[config.mk]
export PLATFORM = sky130hd
export DESIGN_NAME = dispatcher_cpuid_ng
export DESIGN_NICKNAME = d
export VERILOG_FILES = /design/src/rtl/dispatcher_cpuid_ng.sv
export SDC_FILE = /design/constraint.sdc
export NUM_CORES = 1
export LEC_CHECK = 0
export ABC_CLOCK_PERIOD_IN_PS = 7780
export BUFFER_PORTS_ARGS = -buffer_cell sky130_fd_sc_hd__buf_2
export CORE_ASPECT_RATIO = 0.8
export CORE_MARGIN = 8
export CORE_UTILIZATION = 59
export CTS_CLUSTER_SIZE = 30
export DETAILED_ROUTE_END_ITERATION = 16
export GPL_ROUTABILITY_DRIVEN = 0
export PLACE_DENSITY = 0.87
export SLEW_MARGIN = 15
export SYNTH_ARGS = -nofsm -noshare
export SYNTH_HDL_FRONTEND = slang
export SYNTH_SLANG_ARGS = --single-unit
[constraint.sdc]
create_clock -name clk -period 7.78 [get_ports clk]
set_clock_uncertainty 0.2 [all_clocks]
set_input_delay 0.778 -clock clk [delete_from_list [all_inputs] [get_ports clk]]
set_output_delay 0.778 -clock clk [all_outputs]
set_load 0.005 [all_outputs]
[src/rtl/dispatcher_cpuid_ng.sv]
// CPU-ID allocator for the dispatcher stage.
// Answers each level-held request from Input with a CPU ID chosen by one of four modes
// (strict RR, port bind, skip-invalid RR, bind with fallback), gated by a live per-CPU
// ready mask, and keeps grant / no-CPU statistics.
module dispatcher_cpuid_ng #(
   parameter int unsigned CPU_NUM = 32,
   parameter int unsigned CPUID_W = $clog2(CPU_NUM),
   parameter int unsigned CNT_W   = 32
) (
   input  logic               clk,
   input  logic               reset,
   input  logic [1:0]         in_mode,
   input  logic [CPUID_W:0]   in_channel_num,
   input  logic [CPU_NUM-1:0] cpuid_valid,
   input  logic [CPUID_W-1:0] in_input_key,
   input  logic               in_input_ctl,
   output logic               out_input_ack,
   output logic               out_input_valid,
   output logic [CPUID_W-1:0] out_input_cpuid,
   output logic [CNT_W-1:0]   out_grant_cnt,
   output logic [CNT_W-1:0]   out_novalid_cnt
);

   // Channel counts need one extra bit so that CPU_NUM itself is representable.
   localparam int unsigned NW = CPUID_W + 1;
   localparam logic [NW-1:0] CpuNumN = NW'(CPU_NUM);

   localparam logic [1:0] ModeStrictRr = 2'd0;
   localparam logic [1:0] ModeBind     = 2'd1;
   localparam logic [1:0] ModeSkipRr   = 2'd2;
   localparam logic [1:0] ModeBindFb   = 2'd3;

   typedef enum logic [1:0] {
      StIdle  = 2'd0,
      StCheck = 2'd1,
      StWait  = 2'd2
   } state_e;

   state_e             state_q, state_d;
   logic [1:0]         mode_q, mode_d;
   logic [NW-1:0]      n_q, n_d;
   logic [CPUID_W-1:0] cand_q, cand_d;
   logic [NW-1:0]      tries_q, tries_d;
   logic [CPUID_W-1:0] rr_ptr_q, rr_ptr_d;
   logic               ack_q, ack_d;
   logic               valid_q, valid_d;
   logic [CPUID_W-1:0] cpuid_q, cpuid_d;
   logic [CNT_W-1:0]   grant_cnt_q, grant_cnt_d;
   logic [CNT_W-1:0]   novalid_cnt_q, novalid_cnt_d;

   logic [NW-1:0]      n_eff;
   logic               hit;
   logic               rr_mode;
   logic               last_try;
   logic [CPUID_W-1:0] cand_next;

   // Round-robin successor within the active channel window.
   function automatic logic [CPUID_W-1:0] next_cand(input logic [CPUID_W-1:0] x,
                                                    input logic [NW-1:0]      n);
      logic [NW-1:0] inc;
      inc = {1'b0, x} + NW'(1);
      return (inc >= n) ? '0 : inc[CPUID_W-1:0];
   endfunction

   // Effective channel count: 0 or anything above CPU_NUM selects all CPUs.
   always_comb begin
      n_eff = in_channel_num;
      if (in_channel_num == '0 || in_channel_num > CpuNumN) begin
         n_eff = CpuNumN;
      end
   end

   // Live ready lookup of the current candidate; IDs past CPU_NUM never hit.
   always_comb begin
      hit = 1'b0;
      for (int unsigned i = 0; i < CPU_NUM; i++) begin
         if (cand_q == CPUID_W'(i)) begin
            hit = cpuid_valid[i];
         end
      end
   end

   // Search helpers shared by the next-state logic.
   always_comb begin
      rr_mode   = (mode_q == ModeStrictRr) || (mode_q == ModeSkipRr);
      last_try  = (tries_q == n_q - NW'(1));
      cand_next = next_cand(cand_q, n_q);
   end

   // Next-state and output-register logic of the allocation FSM.
   always_comb begin
      state_d       = state_q;
      mode_d        = mode_q;
      n_d           = n_q;
      cand_d        = cand_q;
      tries_d       = tries_q;
      rr_ptr_d      = rr_ptr_q;
      ack_d         = ack_q;
      valid_d       = valid_q;
      cpuid_d       = cpuid_q;
      grant_cnt_d   = grant_cnt_q;
      novalid_cnt_d = novalid_cnt_q;

      case (state_q)
         StIdle: begin
            ack_d   = 1'b0;
            valid_d = 1'b0;
            if (in_input_ctl) begin
               mode_d  = in_mode;
               n_d     = n_eff;
               tries_d = '0;
               state_d = StCheck;
               if (in_mode == ModeStrictRr || in_mode == ModeSkipRr) begin
                  // A pointer left over from a wider window restarts at CPU 0.
                  cand_d = ({1'b0, rr_ptr_q} >= n_eff) ? '0 : rr_ptr_q;
               end else begin
                  cand_d = in_input_key;
               end
            end
         end

         StCheck: begin
            if (!in_input_ctl) begin
               // Request withdrawn: drop the search without side effects.
               state_d = StIdle;
            end else if (hit) begin
               cpuid_d     = cand_q;
               ack_d       = 1'b1;
               valid_d     = 1'b1;
               grant_cnt_d = grant_cnt_q + CNT_W'(1);
               state_d     = StWait;
               if (rr_mode) begin
                  rr_ptr_d = cand_next;
               end
            end else begin
               case (mode_q)
                  ModeStrictRr: begin
                     // Input keeps the request up, so the retry lands on the next CPU.
                     rr_ptr_d = cand_next;
                     state_d  = StIdle;
                  end
                  ModeBind: begin
                     cpuid_d       = cand_q;
                     ack_d         = 1'b1;
                     valid_d       = 1'b0;
                     novalid_cnt_d = novalid_cnt_q + CNT_W'(1);
                     state_d       = StWait;
                  end
                  ModeSkipRr, ModeBindFb: begin
                     if (last_try) begin
                        cpuid_d       = cand_q;
                        ack_d         = 1'b1;
                        valid_d       = 1'b0;
                        novalid_cnt_d = novalid_cnt_q + CNT_W'(1);
                        state_d       = StWait;
                        if (rr_mode) begin
                           rr_ptr_d = cand_next;
                        end
                     end else begin
                        cand_d  = cand_next;
                        tries_d = tries_q + NW'(1);
                     end
                  end
                  default: state_d = StIdle;
               endcase
            end
         end

         StWait: begin
            if (!in_input_ctl) begin
               ack_d   = 1'b0;
               valid_d = 1'b0;
               state_d = StIdle;
            end
         end

         default: begin
            ack_d   = 1'b0;
            valid_d = 1'b0;
            state_d = StIdle;
         end
      endcase
   end

   // State and output registers.
   always_ff @(posedge clk or negedge reset) begin
      if (!reset) begin
         state_q       <= StIdle;
         mode_q        <= ModeStrictRr;
         n_q           <= CpuNumN;
         cand_q        <= '0;
         tries_q       <= '0;
         rr_ptr_q      <= '0;
         ack_q         <= 1'b0;
         valid_q       <= 1'b0;
         cpuid_q       <= '0;
         grant_cnt_q   <= '0;
         novalid_cnt_q <= '0;
      end else begin
         state_q       <= state_d;
         mode_q        <= mode_d;
         n_q           <= n_d;
         cand_q        <= cand_d;
         tries_q       <= tries_d;
         rr_ptr_q      <= rr_ptr_d;
         ack_q         <= ack_d;
         valid_q       <= valid_d;
         cpuid_q       <= cpuid_d;
         grant_cnt_q   <= grant_cnt_d;
         novalid_cnt_q <= novalid_cnt_d;
      end
   end

   assign out_input_ack   = ack_q;
   assign out_input_valid = valid_q;
   assign out_input_cpuid = cpuid_q;
   assign out_grant_cnt   = grant_cnt_q;
   assign out_novalid_cnt = novalid_cnt_q;

endmodule
==> metrics.md <==
| Metric | Value |
|---|---|
| Commonest non-fill, non-tap cells in the layout | buf_2, dfrtp_1, nand2_1, xnor2_1, xor2_1 |
| Post-synth net total | 629 |
| All-Layer GR Usage | 22.1% |
| Dpl ws | 3.84 ns |
| Largest family of logic cells by synthesized area | simple AND/OR/NAND/NOR gates |
| Fmax | 251 MHz |
| Clock Path Buffers | 2 |
| Hold Violations, Final | 0 |
| Maximum Capacitance Violations | 0 |
| Synth Register Bits | 97 |
| Fin crit share | 51.1% |
| Routed length per instance | 17.7 µm |
| Compound-cell area share of the yosys netlist | 10.9% |
| H-Tree Depth | 3 |
| Starting Density | 61.1% |
| Hold Crit Class | in2async |
| Crit path kind | reg2reg |
| Cells after Synth | 560 |
| Pwr Total | 0.00192 W |
| CP cell instances | inv_1, ha_1, nor2b_1, a2111oi_0, o32a_1, nand4_1, o311ai_2, a211oi_1, buf_4, or3_1, mux2_1 |
| Core area | 9110 µm² |
| CP startpoint kind | flip-flop |
| Num CTS Buffers | 9 |
| Yosys cell types | 58 |
| Final slew viol count | 0 |
| Die Ht | 103 µm |
| First-pass GRT wire length | 23400 µm |
| XOR/XNOR share of the synthesized area | 11.2% |
| CP max stage cell | dfrtp_1 |
| Final setup viols | 0 |
| Setup Buffers After CTS | 0 |
| Rows | 31 |
| DRT Wirelength | 14000 µm |
| Overflow after GRT | 0 |
| P per Cell Area | 295 nW/µm² |
| Register area share after synthesis | 43.6% |
| Slowest stage delay, CP | 0.47 ns |
| Clock-pin slew on the worst setup and hold paths | 0.07 ns |
| CTS tree | yes |
| Largest net degree at the start of global routing | 81 |
| RSZ-0062 raised after global routing | false |
| Lkg Pwr | 3.33 nW |
| Initial antenna violation count | 0 |
| Number of flops mapped to enable cells by yosys | 0 |
| # DRC | 0 |
| Syn_area_per_cell | 9.94 µm² |
| Vias in the first global route | 4766 |
| Vias per inst | 6.02 |
| Starting DRT DRC Count | 383 |
| Setup crit end kind | flip-flop |
| Worst-path maximum fanout | 20 |
| Share of cells above drive strength 1 | 22.8% |
| Pre-antenna DRT Iters | 5 |
| Ports | 119 |
| Slew @ Worst Pin | 1.00 ns |
| # hold bufs at CTS | 0 |
| Post-route setup slack | 3.80 ns |
| Worst Path Required | 7.81 ns |
| Simple-Gate Fraction of Synth Area | 21.9% |
| Clock Sinks | 97 |
| Area Growth Syn to Fin | 16.8% |
| Diodes inserted | 0 |
| Fill cell count | 691 |
| Post-synthesis adder-cell area fraction | 4.72% |
| Post-synthesis mux area share | 3.96% |
| YS warnings | 0 |
| Tmin final | 3.98 ns |
| Relative slew slack | 33.1% |
| Clk Tree Root Cell | clkbuf_16 |
| Via count | 4746 |
| Netlist Area Pre-Place | 5570 µm² |
| CTS resizes | 0 |
| Top FF cell, synth | dfrtp_1 |
| Worst EP arrival | 4.00 ns |
| Most common cell after layout, fill and taps aside | buf_2 |
| Dpl hpwl | 10400 µm |
| Share of synthesized flip-flops with an asynchronous set or reset | 100% |
| PortBufs | 118 |
| Post-Route Setup TNS | 0 ns |
| Die area | 12800 µm² |
| Die Wd | 125 µm |
| Status | completed |
| VDD IR max | 0.203 mV |
| DRT antenna net count | 0 |
| Worst skew pair latency | 0.35 ns |
| Nets | 738 |
synthesized netlist by cell type, drive strengths merged, types with 2 or more instances:
master	count	area (µm²)
nand2	52	195
a21o	7	52.6
nor3	18	95.1
clkbuf	11	41.3
o211ai	2	15.0
or3	4	30.0
o31ai	2	15.0
a31o	4	35.0
nor2	23	86.3
nor2b	13	81.3
and3	15	93.8
nand4	25	156
a2111oi	6	90.1
and2	10	62.6
nand3b	2	15.0
nor3b	6	45.0
and4	2	17.5
a221o	2	20.0
a222oi	5	50.1
a211o	2	17.5
mux2	13	146
ha	21	263
a211oi	4	30.0
xor2	34	298
nor4	13	81.3
xnor2	37	324
inv	24	90.1
dfrtp	96	2400
a22oi	2	15.0
o21ai	8	40.0
a21oi	20	111
nor4b	5	43.8
mux2i	7	73.8
o22ai	6	37.5
buf	13	77.6
nand2b	16	100
nand3	18	90.1
metrics by stage:
stage | utilization [%] | std cells | cell area [µm²] | hold WS [ns]
after floorplan | - | 560 | 5570 | 0.265
after global placement | 68.2 | 773 | 6210 | 0.251
after detailed placement | 68.2 | 773 | 6210 | 0.268
after CTS | 71.3 | 789 | 6500 | 0.0813
after global routing | 71.3 | 789 | 6500 | 0.0876
final | 71.3 | 789 | 6500 | 0.0841
registers in the layout, indices dropped and copies added (netlist names), 2 cells and up:
| signal | cells |
|---|---|
| cand_q | 5 |
| mode_q | 2 |
| n_q | 6 |
| out_grant_cnt | 32 |
| out_input_cpuid | 5 |
| out_novalid_cnt | 32 |
| rr_ptr_q | 5 |
| state_q | 2 |
| tries_q | 6 |
path summary, 6_finish.rpt:
path | start | end | slack [ns] | depth (start not counted)
max | cand_q[0] | rr_ptr_q[0] | 3.80 | 11
min | reset | out_grant_cnt[5] | 0.08 | 1
max reg2reg | cand_q[0] | rr_ptr_q[0] | 3.80 | 11
min reg2reg | out_grant_cnt[31] | out_grant_cnt[31] | 0.28 | 1
max in group asynchronous | reset | tries_q[2] | 6.04 | 2
min in group clk | out_grant_cnt[31] | out_grant_cnt[31] | 0.28 | 1
power breakdown:
part	internal (W)	switching [W]
sequential	0.000584	0.000100
combinational	0.000320	0.000488
clock	0.000222	0.000203
total	0.00113	0.000791
kinds of logic (layout without fill, tap and decap cells):
| kind of cell | Yosys count | in the layout |
|---|---|---|
| and+or+nand+nor | 225 | 225 |
| DFF | 97 | 97 |
| AOI/OAI and AO/OA | 78 | 78 |
| xor gates and xnor gates | 71 | 71 |
| buffers and inverters | 48 | 162 |
| adders and majority gates | 21 | 21 |
| muxes | 20 | 20 |
per-layer routing:
layer	track usage [%]	wire (µm)
met5	0	0
met4	7.48	282
met3	5.14	781
met2	38.8	7090
met1	26.4	5810
layout make-up:
cell class	count	area (µm²)	share of cell area, %
multi-input cells	415	2930	45.1
repair buffers	122	623	9.58
inverters	24	90.1	1.39
clock buffers	9	225	3.46
clock inverters	7	58.8	0.904
flip-flops and latches	97	2430	37.3
well taps	115	144	2.21
critical path: cells and delay by family, from the launching register on:
| family | cells | cell delay (ns) |
|---|---|---|
| AOI/OAI and AO/OA | 4 | 1.20 |
| and+or+nand+nor | 3 | 0.80 |
| DFF | 1 | 0.47 |
| adders and majority gates | 1 | 0.44 |
| buffers and inverters | 2 | 0.38 |
| muxes | 1 | 0.36 |
Power figures use the tool's default switching activity.
